==> config.mk <==
export PLATFORM = sky130hd
export DESIGN_NAME = game_input_arbiter
export DESIGN_NICKNAME = d
export VERILOG_FILES = /design/src/rtl/game_input_arbiter.sv
export SDC_FILE = /design/constraint.sdc
export NUM_CORES = 1
export LEC_CHECK = 0
export ABC_AREA = 1
export CAP_MARGIN = 20
export CORE_ASPECT_RATIO = 1.5
export CORE_MARGIN = 1
export CORE_UTILIZATION = 58
export DETAILED_ROUTE_END_ITERATION = 10
export GPL_ROUTABILITY_DRIVEN = 0
export PLACE_DENSITY = 0.91
export SETUP_SLACK_MARGIN = 0.1
export SYNTH_ARGS = -nofsm -noshare
export SYNTH_HDL_FRONTEND = slang
export SYNTH_SLANG_ARGS = --single-unit
==> constraint.sdc <==
create_clock -name clk -period 1.75 [get_ports clk]
set_input_delay 0.175 -clock clk [delete_from_list [all_inputs] [get_ports clk]]
set_output_delay 0.175 -clock clk [all_outputs]
set_load 0.005 [all_outputs]
==> src/rtl/game_input_arbiter.sv <==
// game_input_arbiter: merges human and AI button sources for the player controller,
// with per-bit synchronise+debounce, attract-mode handover and an idle timeout.
module game_input_arbiter #(
    parameter int NUM_SRC    = 3,
    parameter int DEB_COUNT  = 4,
    parameter int IDLE_TICKS = 600,
    localparam int SRC_W     = (NUM_SRC > 2) ? $clog2(NUM_SRC) : 1
) (
    input  logic               clk,
    input  logic               rst_n,
    input  logic               countdown_en,
    input  logic               game_tick,
    input  logic               force_ai,
    input  logic [NUM_SRC-1:0] src_present,
    input  logic [NUM_SRC-1:0] src_up,
    input  logic [NUM_SRC-1:0] src_down,
    input  logic [NUM_SRC-1:0] src_start,
    output logic               button_up,
    output logic               button_down,
    output logic               button_start,
    output logic               up_pulse,
    output logic [SRC_W-1:0]   active_src,
    output logic               ai_active
);
    localparam int AI = NUM_SRC - 1;
    localparam int H  = NUM_SRC - 1;
    localparam int IW = $clog2(IDLE_TICKS + 1);

    typedef enum logic {ATTRACT, HUMAN} state_t;

    state_t                 state, state_n;
    logic [H-1:0][2:0]      raw, s1, s2, deb, deb_q;
    logic [H-1:0][2:0][3:0] cnt;
    logic [SRC_W-1:0]       src_n, first;
    logic [2:0]             btn_n, act_deb, act_prev, ai_btn;
    logic                   act_present, hit;
    logic [IW-1:0]          idle, idle_n;
    logic                   unused_ai_present;

    // The AI is always considered present, so its presence bit is never read.
    assign unused_ai_present = src_present[AI];
    assign ai_btn            = {src_start[AI], src_down[AI], src_up[AI]};
    assign ai_active         = (state == ATTRACT);

    always_comb begin
        raw = '0;
        for (int i = 0; i < H; i++)
            raw[i] = {src_start[i], src_down[i], src_up[i]};
    end

    // Bit order per source is {start, down, up}.
    always_ff @(posedge clk or negedge rst_n) begin
        if (!rst_n) begin
            s1    <= '0;
            s2    <= '0;
            deb   <= '0;
            deb_q <= '0;
            cnt   <= '0;
        end else begin
            s1    <= raw;
            s2    <= s1;
            deb_q <= deb;
            if (countdown_en)
                for (int i = 0; i < H; i++)
                    for (int b = 0; b < 3; b++)
                        if (s2[i][b] == deb[i][b])
                            cnt[i][b] <= '0;
                        else if (cnt[i][b] == 4'(DEB_COUNT - 1)) begin
                            deb[i][b] <= s2[i][b];
                            cnt[i][b] <= '0;
                        end else
                            cnt[i][b] <= cnt[i][b] + 4'd1;
        end
    end

    // Descending scan so the lowest-index rising start wins.
    always_comb begin
        hit         = 1'b0;
        first       = SRC_W'(AI);
        act_deb     = '0;
        act_prev    = '0;
        act_present = 1'b0;
        for (int i = H - 1; i >= 0; i--) begin
            if (deb[i][2] && !deb_q[i][2] && src_present[i]) begin
                hit   = 1'b1;
                first = SRC_W'(i);
            end
            if (active_src == SRC_W'(i)) begin
                act_deb     = deb[i];
                act_prev    = deb_q[i];
                act_present = src_present[i];
            end
        end
    end

    always_comb begin
        state_n = state;
        src_n   = active_src;
        btn_n   = '0;
        idle_n  = '0;
        if (state == ATTRACT) begin
            btn_n = ai_btn;
            if (!force_ai && hit) begin
                state_n = HUMAN;
                src_n   = first;
                btn_n   = '0;
            end
        end else begin
            btn_n  = act_deb;
            idle_n = (act_deb != act_prev) ? '0 :
                     (game_tick && idle != IW'(IDLE_TICKS)) ? idle + 1'b1 : idle;
            if (force_ai || idle == IW'(IDLE_TICKS) || !act_present) begin
                state_n = ATTRACT;
                src_n   = SRC_W'(AI);
                btn_n   = '0;
                idle_n  = '0;
            end
        end
    end

    always_ff @(posedge clk or negedge rst_n) begin
        if (!rst_n) begin
            state                                 <= ATTRACT;
            active_src                            <= SRC_W'(AI);
            {button_start, button_down, button_up} <= '0;
            up_pulse                              <= 1'b0;
            idle                                  <= '0;
        end else begin
            state                                 <= state_n;
            active_src                            <= src_n;
            {button_start, button_down, button_up} <= btn_n;
            up_pulse                              <= btn_n[0] & ~button_up;
            idle                                  <= idle_n;
        end
    end
endmodule
### Word level (Yosys, flattened, before mapping)

Cells that the tools add are included.

* flip-flop bits (word level): 65
* bits in latches: 0
* RAM bits: 0
* memory bits (read-only): 0
* output and inout port bits: 7
* memories: 0

* $add $sub $neg: 7
* multiply operators: 0
* divide/modulo/power cells: 0
* magnitude comparators: 0
* equal/unequal tests: 18
* shift operators: 0
* multiplexer cells: 35
* bitwise gates (word level): 9
* reductions and logical operators: 21

Operators with widths (number)
* 4-bit two-way mux: 12
* 10-bit two-way mux: 4
* 4-bit by 1-bit adder with 4-bit output, second input constant: 6
* 4-bit by 2-bit == test with 1-bit output, second input constant: 6
* 3-bit two-way mux: 7
* 3-bit AND reduction: 6
* 10-bit by 1-bit adder with 10-bit output, second input constant: 1
* 10-bit == test, second input constant: 1
* 2-bit two-way mux: 5
* 10-bit inequality test, second input constant: 1
* 1-bit inverter: 8
* 1-bit two-way mux: 7
* 1-bit == test: 6
* 1-bit logical AND: 6
* 1-bit logical NOT: 4
* 4-bit by 1-bit inequality test with 1-bit output, second input constant: 1
* 3-bit inequality test: 1
* 2-bit by 1-bit == test with 1-bit output, second input constant: 1
* 2-bit logical NOT: 1
* 1-bit logical OR: 2
* 2-bit by 1-bit inequality test with 1-bit output, second input constant: 1
* 2-bit AND reduction: 1
* 2-bit nonzero test: 1
* 1-bit AND: 1

### Depth between registers and ports, before layout

* word-level depth: 9
* mapped depth: 11
* depth with buffers taken out: 11

### Worst setup path after synthesis

Ideal clock, no wire load.

* path kind: reg2reg
* from: reg active_src[1]
* to: reg idle[4]
* library setup time: 0.065 ns
* data arrival time: 1.358 ns
* path slack: 0.327 ns
* cell stages (with the launch flop): 11
* path buffers: 0
* period minus slack after synthesis: 1.423 ns
* cells stage by stage: dfstp_2 -> inv_2 -> nand3_1 -> nand2_2 -> nand2_1 -> nand2_1 -> nor2_4 -> nand3_4 -> clkinv_2 -> nand3_1 -> nand2_1

* cells in the longest elaborated chain, start to end: 7
* elaborated cells between the ends (all ways): 15

RTL lines
* start, declared: RTL line 22 `output logic [SRC_W-1:0] active_src,`
* start signal, assigned: RTL line 124 `active_src <= SRC_W'(AI);`
* start signal, assigned: RTL line 130 `active_src <= src_n;`
* 2-bit by 1-bit == test with 1-bit output: RTL line 88 `if (active_src == SRC_W'(i)) begin`
* 3-bit two-way mux / 1-bit two-way mux (equally long branches) (2 in a row): RTL line 88
* 3-bit inequality test / 1-bit logical NOT (equally long branches): RTL line 110, 112
* 10-bit two-way mux / 1-bit logical OR (equally long branches): RTL line 110, 112
* 10-bit two-way mux: RTL line 112 `if (force_ai || idle == IW'(IDLE_TICKS) || !act_present) begin`
* 10-bit two-way mux: RTL line 101 `if (state == ATTRACT) begin`
* end signal, assigned: RTL line 133 `idle <= idle_n;`
* end, declared: RTL line 37 `logic [IW-1:0] idle, idle_n;`

Parallel ways exist; a longest one is shown, timed or not.
A chain may end at the register's enable or synchronous reset.

### Final worst setup path

* from: reg active_src[0]
* to: reg idle[6]

The elaborated chain is that of the path after synthesis.

==> metrics.md <==
| Metric | Value |
|---|---|
| Via density | 5.63 |
| R2R depth | 10 |
| TritonCTS Sinks | 65 |
| Mapped Avg Cell Area | 8.82 sq um |
| Synthesized area | just over 3000 sq um |
| Part of the power in the clock network | 22.3% |
| Ant diodes | 0 |
| PD cells | 1510 nW/um^2 |
| Die height | 91.3 um |
| Filler Cells Inserted | 335 |
| Worst Setup Path Type | flop to flop |
| Peak Freq | 585 MHz |
| Core area | 5120 sq um |
| Clk slew on worst S/H paths | 80 ps |
| Worst R2R End | idle[6] |
| Initial antenna violation count | 0 |
| Flop pwr share | around two fifths |
| Worst slew margin | between 70 and 80% |
| Final WL | 7560 um |
| Final critical-path share of the clock period | 97.7% |
| Initial DRC count | 250 |
| YS warnings | 0 |
| Worst-Skew Late Latency | between 300 and 400 ps |
| Die X | between 60 and 70 um |
| Final Slew Violations | 0 |
| CTS tree | done |
| Critical Path Source Type | flop |
| Final Hold Vio Count | 0 |
| Sw frac | between 30% and 40% |
| Final core utilization | about three quarters |
| Worst vdd ir | between 0.8 and 0.9 mV |
| Crit path required time | 2040 ps |
| Vias in the first global route | 2,428 |
| Largest net degree at the start of global routing | 66 |
| Commonest cells after routing, fill and taps aside | nand2_1 (65), dfrtp_1 (62), inv_1 (44) |
| Synth Instances | 350 |
| Routed vias | approximately 2,700 |
| Global-route wire length before repair | 10,100 um |
| Commonest non-fill, non-tap cell in the layout | nand2_1 |
| Period minus WS final | roughly 1700 ps |
| Leakage power | 0.00186 uW |
| GRT Resource Usage Total | 24.8% |
| Setup TNS | 0 ps |
| Total grt overflow | 0 |
| Die ar. | 5620 sq um |
| HPWL Detailed | 4100 um |
| Port buffer count | 22 |
| DRC | 0 |
| Number of max-cap violations | 0 |
| Final net count | 427 |
| Clock root cell | clkbuf_8 |
| Switching pwr | 2300 uW |
| Sequential element share of the synthesized area | between 50 and 60% |
| CP Capture Type | flop |
| DRT Pass-1 Iters | 7 |
| P&R area growth vs syn | 25.4% |
| Ports | 24 |
| Worst Setup SP | active_src[0] |
| Combinational power share | 39.6% |
| Hold Path Class | primary input to flop |
| Crit Path Max Fanout | 6 |
| RSZ-0062 raised after global routing | true |
| Post-detailed-route wirelength per cell | ~16 um |
| Final setup viols | 0 |
| WP data arrival | 2000 ps |
| Reg2reg start | active_src[0] |
| CTS H-Tree Depth | 3 |
| TritonCTS buffer count | 9 |
| Worst Tran Pin Value | approximately 330 ps |
| Initial Utilization | 60.2% |
| Layout cells sized above 1 | 19.2% |
| Syn Nets | between 300 and 400 |
| Reg2reg setup slack | 40 ps |
| #FFs+latches synth | 65 |
| Status | complete, no violations |
| Max clock buf depth | 2 |
| FP Rows | 32 |
| Critical path endpoint | idle[6] |
| Clock skew | 11.8 ps |
| Post-route antenna net violation count | 0 |
| Distinct cell type count after synthesis | 30 |
| Cell-internal power | about 3500 uW |
[area by class of cell]
| type | count | area [sq um] | share of cell area (%) |
|---|---|---|---|
| inverters | 51 | 196 | 5.08 |
| clock buffers | 10 | 138 | 3.56 |
| flip-flops and latches | 65 | 1630 | 42.1 |
| clock inverters | 6 | 67.6 | 1.75 |
| repair buffers | 45 | 413 | 10.7 |
| well taps | 68 | 85.1 | 2.20 |
| multi-input cells | 230 | 1340 | 34.6 |
[what timing repair did]
item                                    CTS  global route
endpoints found under the setup margin    6            14
buffers inserted                          2            14
hold buffers                              1             0
endpoints found under the hold margin    64             0
pin swaps                                 0            13
gates resized for setup                   4            33
gates cloned                              0             1
[synth_stat cells, drive strengths merged]
cell / number / area, sq um
clkinv: 2 / 8.75
buf: 2 / 11.3
inv: 49 / 184
a21oi: 9 / 48.8
o22ai: 12 / 75.1
dfrtp: 64 / 1600
o21ai: 16 / 83.8
xnor2: 6 / 52.6
o31ai: 1 / 7.51
nor2: 33 / 155
nand4: 5 / 31.3
dfstp: 1 / 26.3
ha: 8 / 100
nand3: 34 / 183
a21boi: 1 / 7.51
clkbuf: 3 / 11.3
xor2: 18 / 158
nor3: 2 / 15.0
nand2: 84 / 325
[flip-flops by register name, indices dropped and copies added (netlist names), 2 cells and up]
| name | cells |
|---|---|
| active_src | 2 |
| cnt | 24 |
| deb | 6 |
| deb_q | 6 |
| idle | 10 |
| s1 | 6 |
| s2 | 6 |
[critical path, stage by stage, from the launching register on]
cell and delay, ps:
dfrtp_2 480, buf_6 150, buf_4 140, nand3_1 100
nand2_1 130, nand2_1 130, nand2_4 120, nand4_1 120
nor2_1 130, nand3_1 80, nand2_1 70
[kinds of logic (layout without fill, tap and decap cells)]
family / count (synthesis) / in the layout / share of synthesized area, %
XOR/XNOR: 24 / 24 / 6.81
AO/OA/AOI/OAI: 39 / 39 / 7.22
adder cells (fa/ha/maj): 8 / 8 / 3.24
AND/OR/NAND/NOR: 158 / 159 / 23.0
buffers and inverters: 56 / 112 / 6.97
flip-flops: 65 / 65 / 52.8
[worst min-delay path by stage]
stage,cells after the start,slack (ps),end,start
5_1_grt,1,250,s1[4],src_down[1]
2_1_floorplan,0,-120,active_src[0],rst_n
3_3_place_gp,2,210,cnt[8],rst_n
4_1_cts,1,250,s1[2],src_start[0]
3_5_place_dp,2,210,cnt[8],rst_n
6_report,1,260,s1[2],src_start[0]
[power groups by stage]
| stage | clock (uW) | combinational, uW | sequential [uW] |
|---|---|---|---|
| 2_1_floorplan | 0 | 1110 | 2140 |
| 3_3_place_gp | 0 | 1440 | 2200 |
| 3_5_place_dp | 0 | 1530 | 2230 |
| 4_1_cts | 1310 | 1600 | 2200 |
| 5_1_grt | 1390 | 2510 | 2270 |
| 6_report | 1300 | 2310 | 2220 |
[metal layers]
metal	wire, um	up-vias	global-route usage (%)
li1	-	1223	-
met1	2750	1251	27.2
met2	3840	153	38.9
met3	448	48	7.26
met4	528	0	18.1
met5	0	-	0
[per-stage QoR]
stage,std cells,area [sq um],power (uW),hold slack [ps],setup slack (ps)
finish,475,3870,5840,259,40.8
global route,475,3870,6170,251,-66.6
CTS,460,3650,5100,254,70.4
detailed placement,441,3420,3750,209,90.0
global placement,441,3420,3640,211,111
floorplan,350,3090,3250,-121,327
(Power assumes the default switching activity.)
